**src/rtl/enigma_pkg.sv**
```systemverilog
// Shared Enigma constants: rotor/reflector wirings, notches, FSM state type and
// modular arithmetic helpers used by enigma_rotor_stage and enigma_pipe.
package enigma_pkg;

    localparam int TBL_LEN    = 26;
    localparam int MAX_ROTORS = 4;

    typedef logic [TBL_LEN*8-1:0] tbl_t;

    // ASCII wirings; the first character is the image of 'A'. Index k = 0 is the entry rotor.
    localparam tbl_t ROTOR_W [MAX_ROTORS] = '{
        "BDFHJLCPRTXVZNYEIWGAKMUSQO",   // III
        "AJDKSIRUXBLHWTMCQGZNPYFVOE",   // II
        "EKMFLGDQVZNTOWYHXUSPAIBRCJ",   // I
        "ESOVPZJAYQUIRHXLNFTGKDCMWB"    // IV
    };

    localparam tbl_t ROTOR_WINV [MAX_ROTORS] = '{
        "TAGBPCSDQEUFVNZHYIXJWLRKOM",
        "AJPCZWRLFBDKOTYUQGENHXMIVS",
        "UWYGADFPVZBECKMTHXSLRINQOJ",
        "HZWVARTNLGUPXQCEJMBSKDYOIF"
    };

    // Notch letters V, E, Q, J for rotors III, II, I, IV.
    localparam logic [4:0] ROTOR_NOTCH [MAX_ROTORS] = '{5'd21, 5'd4, 5'd16, 5'd9};

    localparam tbl_t REFL_B = "YRUHQSLDPXNGOKMIEBFZCWVJAT";

    typedef enum logic [2:0] {
        IDLE,
        STEP,
        FWD,
        REFL,
        BWD,
        HOLD
    } state_t;

    function automatic logic [7:0] tbl_lookup(input tbl_t t, input logic [7:0] i);
        if (int'(i) >= TBL_LEN) return i;
        return t[(TBL_LEN - 1 - int'(i))*8 +: 8] - 8'd65;
    endfunction

    // Operands are already reduced, so one conditional correction by m suffices.
    function automatic logic [7:0] mod_add(input logic [7:0] a, input logic [7:0] b,
                                           input logic [7:0] m);
        logic [8:0] s;
        s = {1'b0, a} + {1'b0, b};
        if (s >= {1'b0, m}) s = s - {1'b0, m};
        return s[7:0];
    endfunction

    function automatic logic [7:0] mod_sub(input logic [7:0] a, input logic [7:0] b,
                                           input logic [7:0] m);
        logic [8:0] d;
        d = {1'b0, a} - {1'b0, b};
        if (d[8]) d = d + {1'b0, m};
        return d[7:0];
    endfunction

endpackage

```
**src/rtl/enigma_rotor_stage.sv**
```systemverilog
// Combinational single-rotor map: x' = (W_k[(x+p) mod ALPHA] - p) mod ALPHA,
// using the inverse table when bwd is set. Shared by the forward and backward passes.
module enigma_rotor_stage
    import enigma_pkg::*;
#(
    parameter int SYM_W = 5,
    parameter int ALPHA = 26
) (
    input  logic [1:0]       k,
    input  logic [SYM_W-1:0] p,
    input  logic [SYM_W-1:0] x,
    input  logic             bwd,
    output logic [SYM_W-1:0] y
);

    logic [7:0] entry;
    logic [7:0] wired;

    always_comb begin
        entry = mod_add(8'(x), 8'(p), 8'(ALPHA));
        wired = tbl_lookup(bwd ? ROTOR_WINV[k] : ROTOR_W[k], entry);
        y     = SYM_W'(mod_sub(wired, 8'(p), 8'(ALPHA)));
    end

endmodule

```
**src/rtl/enigma_pipe.sv**
```systemverilog
// Multi-cycle Enigma encipher/decipher engine: one symbol in flight, rotors stepped
// before each symbol. Optional plugboard enabled by defining ENIGMA_PLUGBOARD_EN.
module enigma_pipe
    import enigma_pkg::*;
#(
    parameter int NUM_ROTORS = 3,
    parameter int SYM_W      = 5,
    parameter int ALPHA      = 26
) (
    input  logic                        clk,
    input  logic                        rst_n,
    input  logic                        cfg_load,
    input  logic [NUM_ROTORS*SYM_W-1:0] cfg_pos,
    input  logic                        in_valid,
    output logic                        in_ready,
    input  logic [SYM_W-1:0]            in_sym,
    output logic                        out_valid,
    input  logic                        out_ready,
    output logic [SYM_W-1:0]            out_sym,
    output logic [NUM_ROTORS*SYM_W-1:0] pos,
    output logic                        busy,
    output logic                        cfg_err
`ifdef ENIGMA_PLUGBOARD_EN
    ,
    input  logic                        plug_wr,
    input  logic [SYM_W-1:0]            plug_a,
    input  logic [SYM_W-1:0]            plug_b
`endif
);

    localparam logic [1:0] K_LAST = 2'(NUM_ROTORS - 1);

    state_t                             state;
    state_t                             state_d;
    logic [1:0]                         k;
    logic [NUM_ROTORS-1:0][SYM_W-1:0]   pos_q;
    logic [NUM_ROTORS-1:0][SYM_W-1:0]   stepped;
    logic [NUM_ROTORS-1:0][SYM_W-1:0]   cfg_mod;
    logic [NUM_ROTORS:0]                carry;
    logic [NUM_ROTORS-1:0]              at_notch;
    logic [SYM_W-1:0]                   sym;
    logic                               bypass;
    logic [SYM_W-1:0]                   stage_p;
    logic [SYM_W-1:0]                   stage_y;
    logic [SYM_W-1:0]                   refl_y;
    logic [SYM_W-1:0]                   plug_fwd;
    logic [SYM_W-1:0]                   plug_out;

    assign in_ready  = (state == IDLE) && !cfg_load;
    assign out_valid = (state == HOLD);
    assign busy      = (state != IDLE);
    assign pos       = pos_q;

    always_comb begin
        // NOTE: every always_comb output gets a default first, so no path can infer a latch.
        state_d = state;
        case (state)
            IDLE:    if (!cfg_load && in_valid) state_d = STEP;
            STEP:    state_d = FWD;
            FWD:     if (k == K_LAST) state_d = REFL;
            REFL:    state_d = BWD;
            BWD:     if (k == 2'd0) state_d = HOLD;
            HOLD:    if (out_ready) state_d = IDLE;
            default: state_d = IDLE;
        endcase
    end

    // Rotor k+1 is carried by rotor k's notch; middle rotors also kick themselves (double step).
    always_comb begin
        carry[0] = 1'b1;
        for (int i = 0; i < NUM_ROTORS; i++) begin
            at_notch[i]  = (pos_q[i] == SYM_W'(ROTOR_NOTCH[i]));
            carry[i+1]   = at_notch[i];
            stepped[i]   = pos_q[i];
            cfg_mod[i]   = SYM_W'(int'(cfg_pos[i*SYM_W +: SYM_W]) % ALPHA);
            if (carry[i] || (i >= 1 && i <= NUM_ROTORS - 2 && at_notch[i]))
                stepped[i] = SYM_W'(mod_add(8'(pos_q[i]), 8'd1, 8'(ALPHA)));
        end
    end

    always_comb begin
        stage_p = '0;
        for (int i = 0; i < NUM_ROTORS; i++)
            if (k == 2'(i)) stage_p = pos_q[i];
        refl_y = SYM_W'(tbl_lookup(REFL_B, 8'(sym)));
    end

    enigma_rotor_stage #(
        .SYM_W (SYM_W),
        .ALPHA (ALPHA)
    ) u_stage (
        .k   (k),
        .p   (stage_p),
        .x   (sym),
        .bwd (state == BWD),
        .y   (stage_y)
    );

`ifdef ENIGMA_PLUGBOARD_EN
    logic [SYM_W-1:0] plug [TBL_LEN];

    always_ff @(posedge clk or negedge rst_n) begin
        if (!rst_n) begin
            // NOTE: this small register file is reset to identity; a true RAM would not be reset.
            for (int i = 0; i < TBL_LEN; i++) plug[i] <= SYM_W'(i);
        end else if (state == IDLE && plug_wr &&
                     int'(plug_a) < TBL_LEN && int'(plug_b) < TBL_LEN) begin
            plug[plug_a] <= plug[plug_b];
            plug[plug_b] <= plug[plug_a];
        end
    end

    always_comb begin
        plug_fwd = sym;
        plug_out = stage_y;
        if (int'(sym) < TBL_LEN)     plug_fwd = plug[sym];
        if (int'(stage_y) < TBL_LEN) plug_out = plug[stage_y];
    end
`else
    assign plug_fwd = sym;
    assign plug_out = stage_y;
`endif

    always_ff @(posedge clk or negedge rst_n) begin
        if (!rst_n) begin
            state   <= IDLE;
            pos_q   <= '0;
            k       <= '0;
            sym     <= '0;
            bypass  <= 1'b0;
            out_sym <= '0;
            cfg_err <= 1'b0;
        end else begin
            // NOTE: non-blocking so every register here samples pre-edge values.
            state   <= state_d;
            cfg_err <= cfg_load && (state != IDLE);
            case (state)
                IDLE: begin
                    if (cfg_load) begin
                        pos_q <= cfg_mod;
                    end else if (in_valid) begin
                        sym    <= in_sym;
                        bypass <= (int'(in_sym) >= ALPHA);
                    end
                end
                STEP: begin
                    k <= '0;
                    if (!bypass) begin
                        pos_q <= stepped;
                        sym   <= plug_fwd;
                    end
                end
                FWD: begin
                    if (!bypass) sym <= stage_y;
                    if (k != K_LAST) k <= k + 2'd1;
                end
                REFL: begin
                    if (!bypass) sym <= refl_y;
                end
                BWD: begin
                    if (!bypass) sym <= stage_y;
                    if (k == 2'd0) out_sym <= bypass ? sym : plug_out;
                    else           k <= k - 2'd1;
                end
                default: ;
            endcase
        end
    end

endmodule
```
**config.mk**
```make
export PLATFORM = sky130hd
export DESIGN_NAME = enigma_pipe
export DESIGN_NICKNAME = d
export VERILOG_FILES = /design/src/rtl/enigma_pkg.sv /design/src/rtl/enigma_rotor_stage.sv /design/src/rtl/enigma_pipe.sv
export SDC_FILE = /design/constraint.sdc
export NUM_CORES = 1
export LEC_CHECK = 0
export CORE_UTILIZATION = 66
export DETAILED_ROUTE_END_ITERATION = 8
export PLACE_DENSITY = 0.88
export SLEW_MARGIN = 20
export SYNTH_ARGS = -nofsm -noshare
export SYNTH_HDL_FRONTEND = slang
export SYNTH_HIERARCHICAL = 1
export SYNTH_SLANG_ARGS = --single-unit
export TNS_END_PERCENT = 10
```
**constraint.sdc**
```tcl
create_clock -name clk -period 21 [get_ports clk]
set_input_delay 2.1 -clock clk [delete_from_list [all_inputs] [get_ports clk]]
set_output_delay 2.1 -clock clk [all_outputs]
set_load 0.03 [all_outputs]
```
Word-level counts from Yosys, hierarchy flattened
Cells that the tools add are included.
Widths: inputs -> output; s select.
{ "totals": {"inputBits": 25, "regBits": 32, "output_inout_bits": 24, "wordCells": 122} }
{ "classes": {"n_div": 3, "bitwise_logic": 2, "magnitude_cmp": 8, "n_mux": 38, "n_reduce_logical": 20, "shifts": 2, "eq_ne": 24, "n_addsub": 16} }
{ "ops": {"columns": ["op", "count"], "rows": [
  ["$mux 208", 5],
  ["$bmux 208 s2", 2],
  ["$shiftx 208x32->8", 1],
  ["$shiftx 208x9->5 const A", 1],
  ["$mod 6x6->32 const B", 3],
  ["$mux 5", 14],
  ["$mux 15", 2],
  ["$pmux 15 s2", 1],
  ["$mux 8", 3],
  ["$ne 2x2->1 const B", 12],
  ["$add 5x1->6 const B", 3],
  ["$ge 6x5->1 const B", 3],
  ["$pmux 3 s6", 1],
  ["$pmux 5 s3", 1],
  ["$sub 5x5->5 const B", 3],
  ["$mux 3", 4],
  ["$reduce_and 4->1", 3],
  ["$ge 5x5->1 const B", 2],
  ["$ge 9x5->1 const B", 1],
  ["$reduce_and 3->1", 3],
  ["$reduce_bool 3->1", 3],
  ["$sub 5x8->9 const A", 1],
  ["$sub 8x5->9", 1],
  ["$ge 8x5->1 const B", 1],
  ["32 further kinds", 39]
]} }

Longest topological paths before layout
Gate-level depths: netlist of run 1.
{ "logic_depth": {"word_depth": 16, "mapped_depth": 43, "mapped_depth_nobuf": 41} }

Modules after synthesis
Netlist of run 1, hierarchy kept.
{ "modules_own_cells": {"columns": ["module", "area_each_um2", "cells_per_inst", "seq_area_each_um2", "instances"], "rows": [
  ["enigma_pipe", 3517.1, 461, 800.8, 1],
  ["enigma_rotor_stage", 3079.2, 451, 0.0, 1]
]} }

Worst setup path before layout of run 1
OpenSTA, ideal clock, no wires.
{ "synth_timing": {"kind": "flip-flop to flip-flop", "startpoint": "register k[0]", "endpoint": "register sym[4], in the netlist plug_fwd[4]", "stages_incl_launch_ff": 43, "arrival_time_ps": 8964, "path_buffers": 6, "path_slack_ps": 11935, "required_time_ps": 20899, "period_less_slack_ps": 9065, "setup_ps": 101, "path_cell_list": "dfrtp_1 > inv_1 > ha_1 > nor2b_1 > a22oi_1 > o21ai_0 > ha_1 > fa_1 > buf_2 > clkinv_1 > ha_1 > clkbuf_1 > a2111oi_1 > o21ai_1 > a31oi_2 > nor2_4 > buf_2 > ha_1 > (+7 left out) > ha_1 > xnor2_1 > nand2_1 > o21ai_0 > ha_1 > nor2b_1 > o21ai_0 > nand2b_1 > a211oi_1 > o31ai_4 > nand3b_1 > xnor2_1 > mux2i_1 > o311ai_0 > o21ai_0 > nand3_1 > and3b_1 > nor4_1"} }
{ "synth_via": {"elab_chain_cells": 16, "elab_cells_between_ends": 30, "cone_classes": "6 x add/sub; 2 x order compare; 2 x eq/ne; 1 x shift; 17 x mux; 1 x bitwise; 1 x reduce/logical"} }
{ "synth_lines": {"columns": ["item", "line", "rtl"], "rows": [
  ["start, declared", "enigma_pipe.sv:35", "logic [1:0] k;"],
  ["start signal, assigned", "enigma_pipe.sv:155", "if (k != K_LAST) k <= k + 2'd1;"],
  ["start signal, assigned", "enigma_pipe.sv:163", "else k <= k - 2'd1;"],
  ["$logic_not 2->1", "enigma_pipe.sv:84", "if (k == 2'(i)) stage_p = pos_q[i];"],
  ["$mux 5 (2 in a row)", "enigma_pipe.sv:84", null],
  ["$mux 5 *", "enigma_pipe.sv:84", null],
  ["named net stage_p[0]", "enigma_pipe.sv:43", "logic [SYM_W-1:0] stage_p;"],
  ["$add 5x5->6", "enigma_pkg.sv:48", "s = {1'b0, a} + {1'b0, b};"],
  ["$sub 8x5->8 or $ge 9x5->1 (tied branches)", "enigma_pkg.sv:49", "if (s >= {1'b0, m}) s = s - {1'b0, m};"],
  ["$mux 8", "enigma_pkg.sv:49", null],
  ["$sub 5x8->9", "enigma_pkg.sv:41", "return t[(TBL_LEN - 1 - int'(i))*8 +: 8] - 8'd65;"],
  ["$shiftx 208x32->8", "enigma_pkg.sv:41", null],
  ["$sub 8x7->8", "enigma_pkg.sv:41", null],
  ["$mux 8", "enigma_pkg.sv:41", null],
  ["$sub 8x5->9 *", "enigma_pkg.sv:56", "d = {1'b0, a} - {1'b0, b};"],
  ["$add 5x5->5", "enigma_pkg.sv:57", "if (d[8]) d = d + {1'b0, m};"],
  ["$mux 5 *", "enigma_pkg.sv:57", null],
  ["named net plug_out[4]", "enigma_pipe.sv:47", "logic [SYM_W-1:0] plug_out;"],
  ["$mux 5 *", "enigma_pipe.sv:154, enigma_pipe.sv:161", null],
  ["$pmux 5 s3 *", "enigma_pipe.sv:137", "case (state)"],
  ["end signal, assigned", "enigma_pipe.sv:154", "if (!bypass) sym <= stage_y;"],
  ["end signal, assigned", "enigma_pipe.sv:158", "if (!bypass) sym <= refl_y;"],
  ["end signal, assigned", "enigma_pipe.sv:161", "if (!bypass) sym <= stage_y;"],
  ["end, declared", "enigma_pipe.sv:41", "logic [SYM_W-1:0] sym;"]
]} }
The timed path passes the listed nets; every way through them passes the cells marked *. The select of a mux whose other input is x is not followed.
A chain may end at the register's enable or synchronous reset.

Worst setup path in the final report of run 1
{ "layout_timing": {"startpoint": "register k[1]", "endpoint": "register sym[4], in the netlist plug_fwd[4]"} }
Same word-level chain as after synthesis.

==> impl_metrics.toml, run 1 <==
[status]
run_status = "completed"

[detailed_routing]
routed_via_density = 7.247
first_pass_iters = 6
detail_route.wirelength_um = 21670
via_count_of_the_routed_design = 7508
drt-wirelength-per-cell_um = 20.92
drtAntennaViolNets = 0
drc_errors = 0
initial_drt_markers = 732

[synth]
yosys_warning_count = 6
synth_compound_area_share_pct = 33.31
syn_area_per_cell_um2 = 7.233
synth_top_flop_cell = "sky130_fd_sc_hd__dfrtp_1"
post_synthesis_share_of_cell_area_spent_on_full_adders_half_adders_and_majority_gates_pct = 9.712
synth_async_sr_flop_share_pct = 100.0
yosys_reg_bits = 32
synth-seq-area-share_pct = 12.14
yosysUniqueCellTypes = 93
mappedNetlistArea_mm2 = 0.006596
synth_xor_area_share_pct = 4.989
synth_top_family_by_area = "compound AO/OA/AOI/OAI gates"
synthSimpleGateAreaFrac_pct = 24.79
synth.net_count = 987
synthMuxAreaShare_pct = 7.796
post_synth_edffs = 0
syn-instance-count = 912

[sta]
max_slew.worst_pin.slew_ns = 1.011
fmaxAchievable_mhz = 89.20
rsz0062_at_grt = "false"
timing.final.crit_share_pct = 53.39
relSlewSlack_pct = 30.68
finalSetupTns_ns = 0
period_needed_ns = 11.21
hold_violations = 0
setup-violations-final = 0
largest_clock_skew_in_the_final_design_ns = 0.006034
slew_violations = 0

[setup_path]
required_ns = 21.19
max_stage_delay_ns = 0.92
cp-end-kind = "flop"
path_common_cell = "sky130_fd_sc_hd__ha_1"
critical_path.startpoint_type = "flop"
crit_path_top_delay_cell = "sky130_fd_sc_hd__ha_1"
path_max_fanout = 28
critPathKind = "flop to flop"
timing.critical_path.arrival_ns = 11.40

[clock_tree]
cts_root_buf = "sky130_fd_sc_hd__clkbuf_8"
post_cts_resize_count = 0
post-cts-setup-buffer-count = 0
numClockSinks = 32
post_cts_hold_buffer_count = 0
tritoncts_clock_tree = "yes"
cts.path.max_buffers = 2
cts.htree.levels = 2
clk_pin_slew_worst_paths_ns = 0.07
clkLatencyLatePin_ns = 0.29
numCtsBuffers = 5

[cells_and_area]
layout-drive-gt1-share_pct = 6.423
area.growth.synth_to_final_pct = 6.734
insertedDiodeCount = 0
postLayoutCoreUtil_pct = 72.36
layout.nets = 978

[floorplan]
die-width_um = 102.0
initial_utilization_pct = 67.80
core_area_mm2 = 0.009729
floorplan.die_area_mm2 = 0.01040
die_height_um = 102.0
rows = 36
count_of_boundary_i_o_pins = 49

[global_route]
grt_pass1_wl_um = 34090
number_of_global_route_vias_before_repair = 6808
initial_antenna_violation_count = 0
grt_overflow_total = 0
maximum_number_of_pins_on_one_net_before_global_route_repair = 79
gr-usage-all-layers_pct = 41.66

[hold_path]
hp-class = "flop to flop"

[place]
gp_congestion = 1.023
port-buffer-count = 48
dpl.hpwl_um = 15980

[run]
maxCapViolCount = 0
==> cell usage after synthesis (7+ instances only) <==
master	n	area [µm²]
sky130_fd_sc_hd__nor2_1	92	345.3
sky130_fd_sc_hd__a21oi_1	79	395.4
sky130_fd_sc_hd__nand2_1	79	296.5
sky130_fd_sc_hd__o21ai_0	61	305.3
sky130_fd_sc_hd__ha_1	48	600.6
sky130_fd_sc_hd__inv_1	40	150.1
sky130_fd_sc_hd__clkbuf_1	39	146.4
sky130_fd_sc_hd__dfrtp_1	32	800.8
sky130_fd_sc_hd__mux2i_1	30	300.3
sky130_fd_sc_hd__nor3_1	28	140.1
sky130_fd_sc_hd__nand3_1	25	125.1
sky130_fd_sc_hd__xnor2_1	20	175.2
sky130_fd_sc_hd__nand2b_1	19	118.9
sky130_fd_sc_hd__a211oi_1	18	135.1
sky130_fd_sc_hd__o22ai_1	17	106.4
sky130_fd_sc_hd__a31oi_1	14	87.58
sky130_fd_sc_hd__buf_2	13	65.06
sky130_fd_sc_hd__nor2b_1	13	81.33
sky130_fd_sc_hd__o211ai_1	13	97.59
sky130_fd_sc_hd__xor2_1	12	105.1
sky130_fd_sc_hd__a22oi_1	11	82.58
sky130_fd_sc_hd__o31ai_1	10	75.07
sky130_fd_sc_hd__and2_1	9	56.30
sky130_fd_sc_hd__a221oi_1	8	70.07
sky130_fd_sc_hd__o21a_1	8	60.06
sky130_fd_sc_hd__mux2_2	7	78.83
sky130_fd_sc_hd__nand3b_1	7	52.55
==> metal layers <==
metal  global-route usage (%)  share of wire [%]
met5                        0                  0
met4                    23.96                6.2
met3                    5.335                9.6
met2                    70.16                 47
met1                    51.30                 37
==> logic make-up (layout without fill, tap and decap cells) <==
family,Yosys count,in the layout
fa+ha+maj,50,50
flops,32,32
xor+xnor,35,35
buf+inv,112,103
mux,44,44
simple gates,326,326
compound gates,313,313
==> worst paths after layout <==
kind | from | endpoint | slack (ns) | cells after the start
min reg2reg | out_sym[0]$_DFFE_PN0P_ | out_sym[0]$_DFFE_PN0P_ | 0.57 | 2
max reg2reg | k[1]$_DFFE_PN0P_ | plug_fwd[4]$_DFFE_PN0P_ | 9.79 | 39
max | k[1]$_DFFE_PN0P_ | plug_fwd[4]$_DFFE_PN0P_ | 9.79 | 39
min in group asynchronous | rst_n | plug_fwd[0]$_DFFE_PN0P_ | 2.21 | 2
max in group asynchronous | rst_n | pos[13]$_DFFE_PN0P_ | 18.48 | 2
min | out_sym[0]$_DFFE_PN0P_ | out_sym[0]$_DFFE_PN0P_ | 0.57 | 2
==> metrics by stage <==
stage          cells  hold WS [ns]  instance area [µm²]  worst slack, ns
6_report        1036        0.5651                 7041            9.789
5_1_grt         1036        0.5882                 7041            8.940
4_1_cts         1036        0.5647                 7041            9.995
3_5_place_dp    1029        0.5378                 6963            10.21
3_3_place_gp    1029        0.5232                 6963            10.83
2_1_floorplan    912        0.6755                 6596            11.94
==> area by class of cell <==
cell class | count | area [µm²]
Clock buffer | 6 | 72.57
Clock inverter | 1 | 5.005
Fill cell | 733 | 2689
Inverter | 45 | 168.9
Multi-Input combinational cell | 768 | 5324
Sequential cell | 32 | 800.8
Tap cell | 133 | 166.4
Timing Repair Buffer | 51 | 503.0
==> worst max-delay path, delay by kind of cell, from the launching register on <==
kind / cells / cell delay, ns
DFF: 1 / 0.71
and+or+nand+nor: 13 / 2.14
AOI/OAI and AO/OA: 12 / 3.33
muxes: 2 / 0.30
buffers and inverters: 3 / 1.06
adders and majority gates: 7 / 3.19
xor gates and xnor gates: 2 / 0.33
==> layout by cell type, fill, tap and decap left out, types with 6 or more instances in the layout <==
| cell | count |
|---|---|
| sky130_fd_sc_hd__nor2_1 | 91 |
| sky130_fd_sc_hd__nand2_1 | 79 |
| sky130_fd_sc_hd__a21oi_1 | 79 |
| sky130_fd_sc_hd__o21ai_0 | 61 |
| sky130_fd_sc_hd__ha_1 | 48 |
| sky130_fd_sc_hd__clkdlybuf4s50_1 | 48 |
| sky130_fd_sc_hd__inv_1 | 40 |
| sky130_fd_sc_hd__dfrtp_1 | 32 |
| sky130_fd_sc_hd__mux2i_1 | 30 |
| sky130_fd_sc_hd__nor3_1 | 28 |
| sky130_fd_sc_hd__nand3_1 | 25 |
| sky130_fd_sc_hd__xnor2_1 | 20 |
| sky130_fd_sc_hd__nand2b_1 | 19 |
| sky130_fd_sc_hd__a211oi_1 | 18 |
| sky130_fd_sc_hd__o22ai_1 | 17 |
| sky130_fd_sc_hd__a31oi_1 | 14 |
| sky130_fd_sc_hd__nor2b_1 | 13 |
| sky130_fd_sc_hd__o211ai_1 | 13 |
| sky130_fd_sc_hd__xor2_1 | 12 |
| sky130_fd_sc_hd__a22oi_1 | 11 |
| sky130_fd_sc_hd__o31ai_1 | 10 |
| sky130_fd_sc_hd__and2_1 | 9 |
| sky130_fd_sc_hd__o21a_1 | 8 |
| sky130_fd_sc_hd__a221oi_1 | 8 |
| sky130_fd_sc_hd__nand3b_1 | 7 |
| sky130_fd_sc_hd__mux2_2 | 7 |
| sky130_fd_sc_hd__nor4_1 | 6 |
| sky130_fd_sc_hd__and3_1 | 6 |
| sky130_fd_sc_hd__nor3b_1 | 6 |
| sky130_fd_sc_hd__o311ai_0 | 6 |
==> state kept, by name (all words and copies together), names as in the netlist <==
| signal | cells |
|---|---|
| k | 2 |
| state | 3 |
| plug_fwd | 5 |
| out_sym | 5 |
| cfg_err | 1 |
| bypass | 1 |
| pos | 15 |
Power of run 1 is not shown: default switching activity piles up to over one toggle a cycle in this logic, so the estimate is an artifact.
==> run 2: changes to the inputs <==
--- a/config.mk
+++ b/config.mk
@@ -5,9 +5,9 @@
 export SDC_FILE = /design/constraint.sdc
 export NUM_CORES = 1
 export LEC_CHECK = 0
-export CORE_UTILIZATION = 66
+export CORE_UTILIZATION = 56
 export DETAILED_ROUTE_END_ITERATION = 8
-export PLACE_DENSITY = 0.88
+export PLACE_DENSITY = 0.8
 export SLEW_MARGIN = 20
 export SYNTH_ARGS = -nofsm -noshare
 export SYNTH_HDL_FRONTEND = slang
==> constraint.sdc (replaced) <==
create_clock -name clk -period 9.4 [get_ports clk]
set_input_delay 0.94 -clock clk [delete_from_list [all_inputs] [get_ports clk]]
set_output_delay 0.94 -clock clk [all_outputs]
set_load 0.03 [all_outputs]
==> impl_metrics.toml, run 2 (synthesis results as in run 1) <==
[status]
run_status = "completed"

[setup_path]
cp-end-kind = "flop"
critPathKind = "flop to flop"
path_max_fanout = 7
max_stage_delay_ns = 0.65
path_delay_family = "compound AO/OA/AOI/OAI gates"
cp.buffers_inverters = 1
critical_path.startpoint_type = "flop"
path_common_cell = "sky130_fd_sc_hd__ha_1"
timing.critical_path.arrival_ns = 8.96
required_ns = 9.56
crit_path_top_delay_cell = "sky130_fd_sc_hd__or4_1"

[detailed_routing]
drc_errors = 0
first_pass_iters = 8
drt-wirelength-per-cell_um = 18.51
detail_route.wirelength_um = 19640
via_count_of_the_routed_design = 7208
initial_drt_markers = 1093
drtAntennaViolNets = 0
routed_via_density = 6.794

[place]
port-buffer-count = 48
dpl.hpwl_um = 14340
placed_cell_area_mm2 = 0.007081
gp_congestion = 1.027

[global_route]
maximum_number_of_pins_on_one_net_before_global_route_repair = 58
number_of_global_route_vias_before_repair = 6305
grt_overflow_total = 0
gr-usage-all-layers_pct = 30.58
initial_antenna_violation_count = 0
grt_pass1_wl_um = 31520

[clock_tree]
clkLatencyLatePin_ns = 0.27
cts.htree.levels = 2
cts_root_buf = "sky130_fd_sc_hd__clkbuf_16"
numCtsBuffers = 5
tritoncts_clock_tree = "yes"
numClockSinks = 32
clk_pin_slew_worst_paths_ns = 0.05
cts.path.max_buffers = 2

[floorplan]
core_area_mm2 = 0.01147
floorplan.die_area_mm2 = 0.01222
die-width_um = 110.5
initial_utilization_pct = 57.52
rows = 39
die_height_um = 110.5
count_of_boundary_i_o_pins = 49

[cells_and_area]
layout.nets = 993
largest_register_ff_count = 15
total_of_fill_cells_in_the_finished_design = 1016
layout.cells.most_common = "sky130_fd_sc_hd__nor2_1"
final_cell_mix = "sky130_fd_sc_hd__nor2_1, sky130_fd_sc_hd__nand2_1, sky130_fd_sc_hd__a21oi_1, sky130_fd_sc_hd__o21ai_0, sky130_fd_sc_hd__clkdlybuf4s50_1"
final_cell_area_mm2 = 0.007301
insertedDiodeCount = 0
area.growth.synth_to_final_pct = 10.68
layout-drive-gt1-share_pct = 9.368

[hold_path]
hp-class = "flop to flop"

[run]
maxCapViolCount = 0

[sta]
slew_violations = 0
largest_clock_skew_in_the_final_design_ns = 0.002097
max_slew.worst_pin.slew_ns = 0.9438
hold_violations = 0
whs_ns = 0.5443
period_needed_ns = 8.805
timing.final.crit_share_pct = 93.68
relSlewSlack_pct = 36.95
fmaxAchievable_mhz = 113.6
setup-violations-final = 0
## run 2: changes by cell type in the layout (fill, tap and decap cells not counted), sizes merged
cell,change
buf,+15
## run 2: layout make-up
class	count	area [µm²]	area share, %
multi-input combinational	768	5403	74.00
timing repair buffer	66	615.6	8.432
inverter	45	168.9	2.314
clock buffer	6	128.9	1.765
clock inverter	1	5.005	0.06855
sequential	32	800.8	10.97
tap	143	178.9	2.451
## run 2: what timing repair did
item	4_1_cts	5_1_grt
buffers inserted	0	1
endpoints found under the setup margin	0	4
hold buffers	0	0
hold endpoints to repair	0	0
gates resized for setup	0	18
## run 2: worst paths after layout
kind                                   startpoint                      end  slack, ns  cells past startpoint
setup / recovery                 k[0]$_DFFE_PN0P_  plug_fwd[4]$_DFFE_PN0P_       0.59                     38
hold / removal             out_sym[3]$_DFFE_PN0P_   out_sym[3]$_DFFE_PN0P_       0.54                      2
setup reg to reg                 k[0]$_DFFE_PN0P_  plug_fwd[4]$_DFFE_PN0P_       0.59                     38
hold reg to reg            out_sym[3]$_DFFE_PN0P_   out_sym[3]$_DFFE_PN0P_       0.54                      2
max in group asynchronous                   rst_n       pos[0]$_DFFE_PN0P_       8.02                      2
min in group asynchronous                   rst_n   out_sym[1]$_DFFE_PN0P_       1.06                      2
## run 2: per-layer routing
metal	part of all wire, %	track usage [%]
met1	44	44.19
met2	44	46.96
met3	9.1	4.665
met4	2.3	8.622
met5	0	0
## run 2: worst min-delay path: cells and delay by family (launching register included)
family / cells / cell delay [ns]
AO/OA/AOI/OAI: 1 / 0.11
flip-flops: 1 / 0.35
AND/OR/NAND/NOR: 1 / 0.05
## run 2: through the flow
| step | utilization, % | instances | setup WS [ns] | TNS, ns |
|---|---|---|---|---|
| after global placement | 61.75 | 1053 | 0.5269 | 0 |
| after CTS | 62.91 | 1060 | 0.02357 | 0 |
| after detailed placement | 61.75 | 1053 | 0.06305 | 0 |
| after global routing | 63.67 | 1061 | -0.08277 | -0.08277 |
| after floorplan | - | 912 | 0.3350 | 0 |
| final | 63.67 | 1061 | 0.5945 | 0 |
Power of run 2 is left out for the same reason.
==> run 3: changes to the inputs <==
--- a/config.mk
+++ b/config.mk
@@ -8,7 +8,6 @@
 export CORE_UTILIZATION = 56
 export DETAILED_ROUTE_END_ITERATION = 8
 export PLACE_DENSITY = 0.8
-export SLEW_MARGIN = 20
 export SYNTH_ARGS = -nofsm -noshare
 export SYNTH_HDL_FRONTEND = slang
 export SYNTH_HIERARCHICAL = 1
==> results of run 3 <==
Final layout, timing and power as in run 2 (identical DEF).
Power of run 3 is left out for the same reason.
